===== config.mk =====
export PLATFORM = sky130hd
export DESIGN_NAME = dac_multichannel_sequencer
export DESIGN_NICKNAME = d
export VERILOG_FILES = /design/src/rtl/dac_multichannel_sequencer.sv
export SDC_FILE = /design/constraint.sdc
export NUM_CORES = 1
export LEC_CHECK = 0
export ABC_CLOCK_PERIOD_IN_PS = 3900
export CORE_MARGIN = 3
export CORE_UTILIZATION = 45
export CTS_CLUSTER_DIAMETER = 150
export CTS_CLUSTER_SIZE = 8
export DETAILED_ROUTE_END_ITERATION = 10
export PLACE_DENSITY = 0.67
export SETUP_SLACK_MARGIN = 0.02
export SYNTH_ARGS = -nofsm -noshare
export SYNTH_HDL_FRONTEND = slang
export SYNTH_SLANG_ARGS = --single-unit

===== constraint.sdc =====
create_clock -name Clock_48MHz -period 3.9 [get_ports Clock_48MHz]
set_input_delay 0.78 -clock Clock_48MHz [delete_from_list [all_inputs] [get_ports Clock_48MHz]]
set_output_delay 0.78 -clock Clock_48MHz [all_outputs]
set_load 0.02 [all_outputs]

===== src/rtl/dac_multichannel_sequencer.sv =====
// Multichannel DAC waveform sequencer: per-channel sawtooth/triangle accumulators,
// one 24-bit command per channel per sample tick via the SPI DAC Send/Ready handshake.
module dac_multichannel_sequencer #(
    parameter int unsigned CHANNELS   = 4,
    parameter int unsigned DATA_WIDTH = 16,
    parameter int unsigned PERIOD     = 100,
    parameter logic [3:0]  CMD_NIBBLE = 4'h3
) (
    input  logic                           Clock_48MHz,
    input  logic                           Reset,
    input  logic                           i_Enable,
    input  logic [CHANNELS*DATA_WIDTH-1:0] i_Step,
    input  logic [CHANNELS-1:0]            i_Mode,
    input  logic                           i_DAC_Ready,
    output logic                           o_DAC_Send,
    output logic [23:0]                    o_DAC_Data,
    output logic                           o_Frame_Done,
    output logic                           o_Overrun,
    output logic                           o_Busy
);

    localparam int unsigned CW  = $clog2(PERIOD);
    localparam int unsigned CHW = (CHANNELS > 1) ? $clog2(CHANNELS) : 1;
    localparam logic [DATA_WIDTH-1:0] MAX_VAL = '1;

    typedef enum logic [1:0] {StIdle, StIssue, StAck} state_t;

    state_t                state_q, state_d;
    logic [CW-1:0]         count_q;
    logic                  tick;
    logic [CHW-1:0]        ch_q, ch_d;
    logic [DATA_WIDTH-1:0] acc_q [CHANNELS];
    logic [CHANNELS-1:0]   dir_q;
    logic                  send_q, send_d;
    logic                  done_q, done_d;
    logic                  overrun_q;
    logic [23:0]           data_q;

    logic [DATA_WIDTH-1:0] acc_sel, step_sel, acc_next;
    logic [DATA_WIDTH:0]   sum;
    logic                  dir_next;
    logic [15:0]           aligned;

    assign tick = (count_q == CW'(PERIOD - 1));

    always_comb begin
        state_d = state_q;
        ch_d    = ch_q;
        send_d  = 1'b0;
        done_d  = 1'b0;
        case (state_q)
            StIdle: begin
                if (tick && i_Enable) begin
                    state_d = StIssue;
                    ch_d    = '0;
                end
            end
            StIssue: begin
                if (i_DAC_Ready) begin
                    state_d = StAck;
                    send_d  = 1'b1;
                end
            end
            StAck: begin
                // Ready is ignored here so the driver has one cycle to drop it.
                if (ch_q == CHW'(CHANNELS - 1)) begin
                    state_d = StIdle;
                    done_d  = 1'b1;
                end else begin
                    ch_d    = ch_q + 1'b1;
                    state_d = StIssue;
                end
            end
            default: state_d = StIdle;
        endcase
    end

    always_comb begin
        acc_sel  = acc_q[ch_q];
        step_sel = i_Step[ch_q*DATA_WIDTH +: DATA_WIDTH];
        sum      = {1'b0, acc_sel} + {1'b0, step_sel};
        acc_next = sum[DATA_WIDTH-1:0];
        dir_next = dir_q[ch_q];
        aligned  = 16'(acc_sel) << (16 - DATA_WIDTH);
        if (i_Mode[ch_q]) begin
            if (!dir_q[ch_q]) begin
                if (sum > {1'b0, MAX_VAL}) begin
                    acc_next = MAX_VAL;
                    dir_next = 1'b1;
                end
            end else if (step_sel > acc_sel) begin
                acc_next = '0;
                dir_next = 1'b0;
            end else begin
                acc_next = acc_sel - step_sel;
            end
        end
    end

    always_ff @(posedge Clock_48MHz) begin
        if (Reset) begin
            state_q   <= StIdle;
            count_q   <= '0;
            ch_q      <= '0;
            send_q    <= 1'b0;
            done_q    <= 1'b0;
            overrun_q <= 1'b0;
            data_q    <= '0;
            dir_q     <= '0;
            for (int i = 0; i < CHANNELS; i++) begin
                acc_q[i] <= '0;
            end
        end else begin
            count_q <= tick ? '0 : count_q + 1'b1;
            state_q <= state_d;
            ch_q    <= ch_d;
            send_q  <= send_d;
            done_q  <= done_d;
            if (send_d) begin
                data_q <= {CMD_NIBBLE, 4'(ch_q), aligned};
            end
            // The accumulator advances in the Send cycle, after its old value was latched.
            if (state_q == StAck) begin
                acc_q[ch_q] <= acc_next;
                dir_q[ch_q] <= dir_next;
            end
            if (tick && state_q != StIdle) begin
                overrun_q <= 1'b1;
            end
        end
    end

    assign o_DAC_Send   = send_q;
    assign o_DAC_Data   = data_q;
    assign o_Frame_Done = done_q;
    assign o_Overrun    = overrun_q;
    assign o_Busy       = (state_q != StIdle);

endmodule

==> impl_metrics.yaml, run 1 <==
status:
  status: "complete, no violations"
logic_synthesis:
  async_flop_share_pct: 0
  ys_types: 77
  synth-simple-area-share_pct: 16.2
  seq_area_frac_synth_pct: 38.2
  synth-main-ff-cell: "edfxtp_1"
  syn_inst: 703
  synth_edf_count: 64
  avgSynthCellArea_um2: 10.1
  syn-cell-area_um2: 7070
  ys_warn_count: 0
  synth_top_family_by_area: "compound AO/OA/AOI/OAI gates"
  synthTopCellsByArea: "edfxtp_1, dfxtp_1, mux4_2"
  netlist.area_leader.share_pct: 27.2
  synth-compound-area-share_pct: 19.3
  synthMuxAreaShare_pct: 11.4
  synth_xor_area_share_pct: 2.48
  synth_fa_ha_area_share_pct: 7.12
  ys_seq_elements: 103
  synth_largest_area_cell: "edfxtp_1"
power_and_ir_drop:
  clkPwrFrac_pct: 34.5
  swShare_pct: 28.0
  net-switching-power_uw: 758
  internal_power_mw: 1.95
  p_seq_share_pct: 43.7
  ir_drop_mv: 0.254
  power_leakage_nw: 3.54
  powerDensity_nw_per_um2: 283
  power_frac_comb_pct: 21.7
clock_network:
  cts_tree: "done"
  clk_path_buf_depth: 2
  htree_num_levels: 3
  cts.sinks: 103
  clock_latency_ns: 0.36
  clk_pin_slew_ns: 0.07
  cts-buffers-inserted: 9
  clock-root-buffer: "clkbuf_16"
global_routing:
  grt_use_total_pct: 24.3
  met2_usage_pct: 39.9
  met3_usage_pct: 4.82
  grt_max_degree: 41
  grt_remaining_overflow: 0
  first_global_vias: 6267
  use_met1_pct: 33.2
  grt_pass1_wl_mm: 33.1
  antenna_found_initial: 0
  grt_most_used_layer: "met2"
setup_path:
  crit_path_start: "i_Step[32]"
  cp.depth: 11
  cp_num_buf_inv: 1
  critical_path.endpoint: "acc_q[1][8]$_SDFFCE_PN0P_"
  cpMaxStageDelayCell: "mux4_2"
  worstPathRequired_ns: 4.01
  criticalPathCategory: "input port to flop"
  cp_top_family: "compound AO/OA/AOI/OAI gates"
  cp_cell_sequence: "clkdlybuf4s50_1, mux4_2, ha_4, fa_2, nor2b_4, o21a_1, o41ai_1, xnor2_1, o31a_1, o221a_4, and2_1"
  timing.rr.end: "acc_q[3][4]$_DFFE_PP_"
  cpPeakStageDelay_ns: 0.59
  r2r_cells: 12
  ff2ff_setup_slack_ns: 0.15
  worstPathArrival_ns: 3.93
  startpoint_type: "input port"
  end_kind: "flop"
  cp_max_fo: 4
placed_design:
  place_congestion: 0.906
  pre_cts_slack_ns: -0.379
  placed_cells: 1069
  portBuffers: 95
  dp_hpwl_mm: 15.9
timing:
  worstMarginPinSlew_ns: 0.923
  report.final.hold_viol_count: 0
  period_minus_slack_ns: 3.82
  rsz0062_at_grt: "yes"
  setup_violations: 0
  max_slew_margin_pct: 38.3
  hold_ws_ns: 0.453
  clock_skew_ns: 0.0118
  drv_slew: 0
  finalWorstSetupSlack_ns: 0.0836
  timing.fmax_mhz: 262
  min_period_over_period_pct: 97.9
detailed_routing:
  vias_per_cell: 5.71
  ant_nets: 0
  routedWlPerCell_um: 19.5
  wl_mm: 21.5
  first_pass_iters: 5
  first_iter_violations: 551
  drcViolationCount: 0
  vias: 6278
cells_and_area:
  drive_above_1_share_pct: 26.2
  fin_cells: 1099
  layout.cells.most_common: "buf_4"
  num_antenna_cells: 0
  fin_nets: 994
  final_cell_mix: "buf_4, clkdlybuf4s50_1, nand2_1"
  area_growth_pct: 35.2
  final_util_pct: 62.7
die:
  row_count: 45
  start_util_pct: 46.3
  dieArea_um2: 17200
  die_w_um: 131
  core_area_um2: 15300
  ios: 100
  die_h_um: 131
job:
  drv_cap: 0
min_path:
  min_path_type: "flop to flop"
==> cell families after synthesis <==
logic type	Yosys count
AND/OR/NAND/NOR	230
AO/OA/AOI/OAI	191
flip-flops	103
buffers and inverters	81
adder cells (fa/ha/maj)	39
multiplexers	38
XOR/XNOR	20
other	1
==> stage by stage <==
stage | instance area, um2 | power [mW] | TNS, ns
2_1_floorplan | 7080 | 1.50 | 0
3_3_place_gp | 8890 | 1.74 | -16.80
3_5_place_dp | 8890 | 1.75 | -19.04
4_1_cts | 9210 | 2.67 | 0
5_1_grt | 9560 | 2.80 | -0.0391
6_report | 9560 | 2.71 | 0
==> routing by layer <==
| layer | vias up | routed length (um) | share of wire (%) |
|---|---|---|---|
| li1 | 2949 | - | - |
| met4 | 0 | 252 | 1.2 |
| met2 | 210 | 10400 | 48 |
| met1 | 3098 | 9480 | 44 |
| met3 | 21 | 1330 | 6.2 |
| met5 | - | 0 | 0 |
==> layout make-up <==
class                   count  area [um2]
clock buffers              11         255
multi-input cells         522        4250
clock inverters             5        48.8
fillers                  1247        5700
repair buffers            213        1910
flip-flops and latches    103        2700
inverters                  34         128
well taps                 211         264
==> power groups by stage <==
stage               Sequential [mW]  Clock (mW)  Combinational [mW]
global route                   1.19       0.984               0.633
finish                         1.18       0.934               0.589
global placement               1.21           0               0.531
detailed placement             1.21           0               0.538
floorplan                      1.21           0               0.297
CTS                            1.18       0.941               0.545
==> worst min-delay path by stage <==
stage                           startpoint                          end  depth (start not counted)
3_5_place_dp         count_q[0]$_SDFF_PP0_        count_q[0]$_SDFF_PP0_                          1
6_report             count_q[0]$_SDFF_PP0_        count_q[0]$_SDFF_PP0_                          1
2_1_floorplan        count_q[0]$_SDFF_PP0_        count_q[0]$_SDFF_PP0_                          1
4_1_cts              count_q[0]$_SDFF_PP0_        count_q[0]$_SDFF_PP0_                          1
3_3_place_gp         count_q[0]$_SDFF_PP0_        count_q[0]$_SDFF_PP0_                          1
5_1_grt        o_DAC_Data[13]$_SDFFE_PP0P_  o_DAC_Data[13]$_SDFFE_PP0P_                          2
==> cells in the mapped netlist (4+ instances only) <==
master,n
nor4_1,7
o21a_1,10
nand3b_1,5
nor2_1,34
xor2_1,4
a31oi_1,5
and2_1,12
or2_2,5
nor2b_1,11
nand3_1,10
o211ai_1,6
dfxtp_1,39
nand2_1,89
a21boi_0,5
buf_4,11
inv_1,33
nor3_1,24
a21o_1,4
a21oi_1,79
ha_1,37
clkbuf_1,23
a211oi_1,16
a2111oi_4,4
buf_2,9
mux4_2,34
xnor2_1,16
edfxtp_1,64
nand2b_1,14
o31ai_1,7
o21ai_0,19
o21ai_1,4
==> sequential cells by signal, indices dropped and copies added, names as in the netlist, named ones only <==
| signal | flops |
|---|---|
| acc_q | 64 |
| ch_q | 2 |
| count_q | 7 |
| dir_q | 4 |
| o_DAC_Data | 19 |
| o_DAC_Send | 1 |
| o_Frame_Done | 1 |
| o_Overrun | 1 |
| state_q | 2 |
==> worst register-to-register path, stage by stage (launching register included) <==
cell and delay, ns:
dfxtp_1 0.43, buf_4 0.26, mux4_2 0.64, ha_1 0.40, o21a_1 0.19, o211ai_1 0.31, nor3b_4 0.10, o2111ai_4 0.32
buf_6 0.18, a21oi_1 0.08, o32ai_2 0.35, buf_4 0.20, a21oi_1 0.07
==> what timing repair did <==
item	CTS	global route
hold buffers	0	0
buffers inserted	0	14
gates cloned	0	0
pin swaps	1	19
resized for setup	3	54
endpoints found under the setup margin	14	67
Note: power is estimated with default switching activity, not from simulation.
==> run 2, diff against run 1 <==
--- a/config.mk
+++ b/config.mk
@@ -8,11 +8,12 @@
 export ABC_CLOCK_PERIOD_IN_PS = 3900
 export CORE_MARGIN = 3
 export CORE_UTILIZATION = 45
-export CTS_CLUSTER_DIAMETER = 150
 export CTS_CLUSTER_SIZE = 8
 export DETAILED_ROUTE_END_ITERATION = 10
 export PLACE_DENSITY = 0.67
+export RECOVER_POWER = 50
 export SETUP_SLACK_MARGIN = 0.02
+export SLEW_MARGIN = 5
 export SYNTH_ARGS = -nofsm -noshare
 export SYNTH_HDL_FRONTEND = slang
 export SYNTH_SLANG_ARGS = --single-unit
==> run 2 against run 1 <==
- the flow now finishes with violations (capacitance limit, slew limit)
- via count increased by 0.33%
- critical path depth unchanged
- wire length decreased by 0.11%
- maximum frequency decreased by 0.22%
- flip-flop and latch count unchanged
- final cell count unchanged
- clock power about the same
==> impl_metrics.yaml, run 2 (same netlist as run 1, synthesis figures left out) <==
job:
  drv_cap: 1
detailed_routing:
  wl_mm: 21.4
  first_iter_violations: 569
  first_pass_iters: 5
  vias: 6299
  ant_nets: 0
  drcViolationCount: 0
  vias_per_cell: 5.73
  routedWlPerCell_um: 19.5
placed_design:
  placed_cell_area_um2: 8890
  portBuffers: 95
  place_congestion: 0.906
  placed_cells: 1069
  dp_hpwl_mm: 15.9
timing:
  timing.fmax_mhz: 261
  setup_violations: 0
  period_minus_slack_ns: 3.82
  report.final.hold_viol_count: 0
  min_period_over_period_pct: 98.1
  drv_slew: 41
  worstMarginPinSlew_ns: 1.76
  clock_skew_ns: 0.00882
  max_slew_margin_pct: -17.5
  rsz0062_at_grt: "yes"
global_routing:
  antenna_found_initial: 0
  grt_remaining_overflow: 0
  grt_pass1_wl_mm: 33.1
  grt_use_total_pct: 24.3
  first_global_vias: 6267
  grt_max_degree: 41
setup_path:
  ff2ff_setup_slack_ns: 0.15
  startpoint_type: "input port"
  cp_max_fo: 4
  end_kind: "flop"
  worstPathRequired_ns: 4.02
  criticalPathCategory: "input port to flop"
  worstPathArrival_ns: 3.94
  timing.rr.end: "acc_q[2][4]$_SDFFCE_PN0P_"
  r2r_cells: 12
clock_network:
  cts-buffers-inserted: 9
  cts.sinks: 103
  clk_path_buf_depth: 2
  clock_latency_ns: 0.36
  cts_tree: "done"
  clock-root-buffer: "clkbuf_16"
  htree_num_levels: 3
  clk_pin_slew_ns: 0.07
die:
  ios: 100
  die_w_um: 131
  start_util_pct: 46.3
  row_count: 45
  core_area_um2: 15300
  dieArea_um2: 17200
  die_h_um: 131
cells_and_area:
  final_util_pct: 62.6
  area_growth_pct: 35.2
  num_antenna_cells: 0
  final_area_um2: 9550
  layout.cells.most_common: "buf_4"
  drive_above_1_share_pct: 25.9
  final_cell_mix: "buf_4, nand2_1, a21oi_1"
  fin_cells: 1099
  largest_reg_flops: 64
  fin_nets: 994
  largest-register: "acc_q"
status:
  violations: "capacitance limit, slew limit"
  status: "finished, violations left"
min_path:
  worstHoldPathCells: 1
  worstHoldEndpoint: "count_q[0]$_SDFF_PP0_"
  min_path_type: "flop to flop"
  hp-start: "count_q[0]$_SDFF_PP0_"
power_and_ir_drop:
  ir_drop_mv: 0.254
  powerDensity_nw_per_um2: 283
  power_leakage_nw: 3.62
-- run 2: cell types whose count changed in the layout (fill, tap and decap cells not counted) --
cell,previous run,this run
a31o_2,2,1
clkdlybuf4s50_1,91,66
buf_4,111,109
dlygate4sd3_1,0,25
clkbuf_1,0,1
clkbuf_2,1,2
a31o_1,0,1
or2_0,0,1
or2_2,4,3
-- run 2: stage by stage --
step	worst slack [ns]	setup TNS, ns	hold slack [ns]	power [mW]
after floorplan	0.0202	0	0.418	1.50
after global placement	-0.351	-16.80	0.430	1.74
after detailed placement	-0.379	-19.04	0.442	1.75
after CTS	0.0312	0	0.456	2.67
after global routing	-0.0193	-0.0391	0.469	2.80
final	0.0751	0	0.452	2.70
-- run 2: area by class of cell --
class / instances / area (um2)
Clock buffer: 11 / 255
Clock inverter: 5 / 48.8
Timing Repair Buffer: 213 / 1900
Sequential cell: 103 / 2700
Multi-Input combinational cell: 522 / 4250
Tap cell: 211 / 264
Fill cell: 1247 / 5700
Inverter: 34 / 128
-- run 2: what timing repair did --
action,CTS,global route
resized for setup,3,54
hold buffers,0,0
buffers inserted,0,14
setup endpoints to repair,14,67
endpoints found under the hold margin,0,0
pin swaps,1,19
-- run 2: how the worst max path moves through the flow --
stage / from / to / slack [ns] / depth (start not counted)
6_report: i_Step[32] / acc_q[1][8]$_SDFFCE_PN0P_ / 0.08 / 11
3_3_place_gp: i_Step[0] / acc_q[1][8]$_SDFFCE_PN0P_ / -0.35 / 11
3_5_place_dp: i_Step[49] / acc_q[3][13]$_DFFE_PP_ / -0.38 / 11
2_1_floorplan: ch_q[0]$_SDFFE_PP0P_ / acc_q[1][2]$_SDFFCE_PN0P_ / 0.02 / 13
4_1_cts: i_Step[32] / acc_q[1][8]$_SDFFCE_PN0P_ / 0.03 / 11
5_1_grt: i_Step[32] / acc_q[0][3]$_SDFFCE_PN0P_ / -0.02 / 13
-- run 2: routing by layer --
| layer | vias up | routed length [um] | part of all wire, % | global-route usage, % |
|---|---|---|---|---|
| met4 | 0 | 270 | 1.3 | 5.72 |
| li1 | 2948 | - | - | - |
| met1 | 3104 | 9400 | 44 | 33.2 |
| met5 | - | 0 | 0 | 0 |
| met3 | 22 | 1360 | 6.4 | 4.82 |
| met2 | 225 | 10400 | 49 | 39.9 |
-- run 2: power breakdown --
part / switching (mW) / internal [mW]
combinational: 0.303 / 0.284
sequential: 0.00773 / 1.18
clock: 0.445 / 0.487
-- run 2: critical path: stages --
cell and delay [ns]:
clkdlybuf4s50_1 0.40, mux4_2 0.58, ha_4 0.21, fa_2 0.35, nor2b_4 0.14, o21a_1 0.20, o41ai_1 0.41, xnor2_1 0.19
o31a_1 0.28, o221a_4 0.27, and2_1 0.14
==> run 3, diff against run 2 <==
--- a/config.mk
+++ b/config.mk
@@ -5,12 +5,12 @@
 export SDC_FILE = /design/constraint.sdc
 export NUM_CORES = 1
 export LEC_CHECK = 0
-export ABC_CLOCK_PERIOD_IN_PS = 3900
+export ABC_CLOCK_PERIOD_IN_PS = 3800
 export CORE_MARGIN = 3
 export CORE_UTILIZATION = 45
 export CTS_CLUSTER_SIZE = 8
 export DETAILED_ROUTE_END_ITERATION = 10
-export PLACE_DENSITY = 0.67
+export PLACE_DENSITY = 0.65
 export RECOVER_POWER = 50
 export SETUP_SLACK_MARGIN = 0.02
 export SLEW_MARGIN = 5
==> constraint.sdc (replaced) <==
create_clock -name Clock_48MHz -period 3.8 [get_ports Clock_48MHz]
set_input_delay 0.76 -clock Clock_48MHz [delete_from_list [all_inputs] [get_ports Clock_48MHz]]
set_output_delay 0.76 -clock Clock_48MHz [all_outputs]
set_load 0.02 [all_outputs]
==> run 3 against run 2 <==
- the flow still finishes with violations (capacitance limit, slew limit)
- core utilization increased by 0.98 points
- register-to-register slack about the same
- count of clock-buffer cells in the layout unchanged
- combinational power increased by 4.9%
- via count increased by 1.4%
- final cell count increased by 0.64%
- clock power increased by 8%
- setup slack got worse by 0.017 ns
- die area unchanged
- global-route usage increased by 1.1 points
- sequential share of layout area decreased by 0.42 points
==> impl_metrics.yaml, run 3 (same netlist as run 1, synthesis figures left out) <==
cells_and_area:
  fin_nets: 1001
  final_area_um2: 9700
  area_growth_pct: 37.3
  drive_above_1_share_pct: 27.7
  final_cell_mix: "buf_4, nand2_1, a21oi_1"
  largest_reg_flops: 64
  largest-register: "acc_q"
  num_antenna_cells: 0
  fin_cells: 1106
  layout.cells.most_common: "buf_4"
status:
  status: "finished, violations left"
  violations: "capacitance limit, slew limit"
detailed_routing:
  ant_nets: 0
  vias_per_cell: 5.77
  drcViolationCount: 0
  wl_mm: 22.2
  routedWlPerCell_um: 20.1
  first_pass_iters: 5
  vias: 6387
  first_iter_violations: 640
global_routing:
  grt_pass1_wl_mm: 34.5
  grt_max_degree: 41
  grt_use_total_pct: 25.4
  antenna_found_initial: 0
  first_global_vias: 6247
  grt_remaining_overflow: 0
setup_path:
  crit_path_start: "i_Step[0]"
  ff2ff_setup_slack_ns: 0.14
  worstPathArrival_ns: 3.85
  reg2reg_from: "ch_q[0]$_SDFFE_PP0P_"
  worstPathRequired_ns: 3.91
  r2r_cells: 12
  cp_cell_sequence: "dlygate4sd2_1, mux4_2, buf_6, ha_4, fa_2, nor2b_4, o21a_1, nor3_2, buf_4, a2111oi_4, o21a_4, buf_4, a2111oi_4, nor3_1"
  end_kind: "flop"
  criticalPathCategory: "input port to flop"
  critical_path.endpoint: "acc_q[2][7]$_SDFFCE_PN0P_"
  startpoint_type: "input port"
  cp_max_fo: 5
  cpMaxStageDelayCell: "mux4_2"
  cp_top_family: "compound AO/OA/AOI/OAI gates"
  cp_num_buf_inv: 4
  cp.depth: 14
  timing.rr.end: "acc_q[0][15]$_SDFFCE_PN0P_"
  cpPeakStageDelay_ns: 0.54
clock_network:
  cts-buffers-inserted: 9
  hold_buffers: 0
  clock_latency_ns: 0.36
  clk_path_buf_depth: 2
  clock-root-buffer: "clkbuf_16"
  cts.sinks: 103
  cts_tree: "done"
  clk_pin_slew_ns: 0.08
  htree_num_levels: 3
power_and_ir_drop:
  powerDensity_nw_per_um2: 293
  ir_drop_mv: 0.214
  p_seq_share_pct: 42.7
  power_leakage_nw: 3.70
  clkPwrFrac_pct: 35.6
  swShare_pct: 28.0
  power_frac_comb_pct: 21.7
  internal_power_mw: 2.05
  net-switching-power_uw: 797
placed_design:
  portBuffers: 95
  placed_cells: 1077
  placed_cell_area_um2: 8960
  pre_cts_slack_ns: -0.540
  dp_hpwl_mm: 16.4
  place_congestion: 0.942
timing:
  period_minus_slack_ns: 3.74
  drv_slew: 41
  setup_violations: 0
  max_slew_margin_pct: -25.8
  timing.fmax_mhz: 267
  worstMarginPinSlew_ns: 1.89
  finalWorstSetupSlack_ns: 0.0577
  min_period_over_period_pct: 98.5
  report.final.hold_viol_count: 0
  clock_skew_ns: 0.00837
die:
  dieArea_um2: 17200
  row_count: 45
  start_util_pct: 46.3
  ios: 100
  die_w_um: 131
  core_area_um2: 15300
  die_h_um: 131
min_path:
  min_path_type: "flop to flop"
job:
  drv_cap: 1
[run 3: worst min path at each step]
stage / startpoint / to / slack (ns) / cells after the start
finish: o_DAC_Data[0]$_SDFFE_PP0P_ / o_DAC_Data[0]$_SDFFE_PP0P_ / 0.45 / 2
global route: o_DAC_Data[12]$_SDFFE_PP0P_ / o_DAC_Data[12]$_SDFFE_PP0P_ / 0.47 / 2
CTS: o_DAC_Data[0]$_SDFFE_PP0P_ / o_DAC_Data[0]$_SDFFE_PP0P_ / 0.46 / 2
detailed placement: o_DAC_Data[0]$_SDFFE_PP0P_ / o_DAC_Data[0]$_SDFFE_PP0P_ / 0.45 / 2
global placement: count_q[0]$_SDFF_PP0_ / count_q[0]$_SDFF_PP0_ / 0.43 / 1
floorplan: count_q[0]$_SDFF_PP0_ / count_q[0]$_SDFF_PP0_ / 0.42 / 1
[run 3: worst register-to-register path, stage by stage (launching register included)]
cell       delay, ns
dfxtp_2         0.39
buf_12          0.20
mux4_2          0.54
inv_2           0.11
ha_4            0.21
nand2b_4        0.14
a221o_1         0.34
a2111o_1        0.51
a311oi_2        0.38
buf_4           0.19
o21ai_2         0.06
nand4bb_1       0.20
a31oi_1         0.13
[run 3: through the flow]
step                      utilization (%)  setup TNS (ns)  total power, mW  hold WS [ns]
after floorplan                         -               0             1.54         0.418
after global placement               58.7          -24.16             1.79         0.431
after detailed placement             58.7          -27.92             1.80         0.447
after CTS                            61.3               0             2.81         0.458
after global routing                 63.6         -0.0443             2.94         0.472
final                                63.6               0             2.84         0.455
[run 3: what timing repair did]
item / 4_1_cts / 5_1_grt
endpoints found under the setup margin: 62 / 56
gates resized for setup: 14 / 60
buffers inserted: 5 / 7
cloned: 0 / 1
pin swaps: 5 / 36
[run 3: area by class of cell]
type,instances,area [um2]
fillers,1236,5550
multi-input cells,522,4280
flip-flops and latches,103,2710
repair buffers,220,2000
clock buffers,11,275
well taps,211,264
inverters,34,128
clock inverters,5,53.8
[run 3: power groups by stage]
stage | clock network (mW) | logic (mW) | registers [mW]
after floorplan | 0 | 0.305 | 1.24
final | 1.01 | 0.616 | 1.22
after CTS | 1.02 | 0.572 | 1.22
after global placement | 0 | 0.550 | 1.24
after detailed placement | 0 | 0.557 | 1.24
after global routing | 1.07 | 0.659 | 1.22
[run 3: per-layer routing]
layer  global-route usage [%]  share of wire, %  vias up
li1                         -                 -     2977
met1                     34.8                43     3132
met2                     41.3                48      256
met3                     4.90               7.7       22
met4                     6.94               1.6        0
met5                        0                 0        -
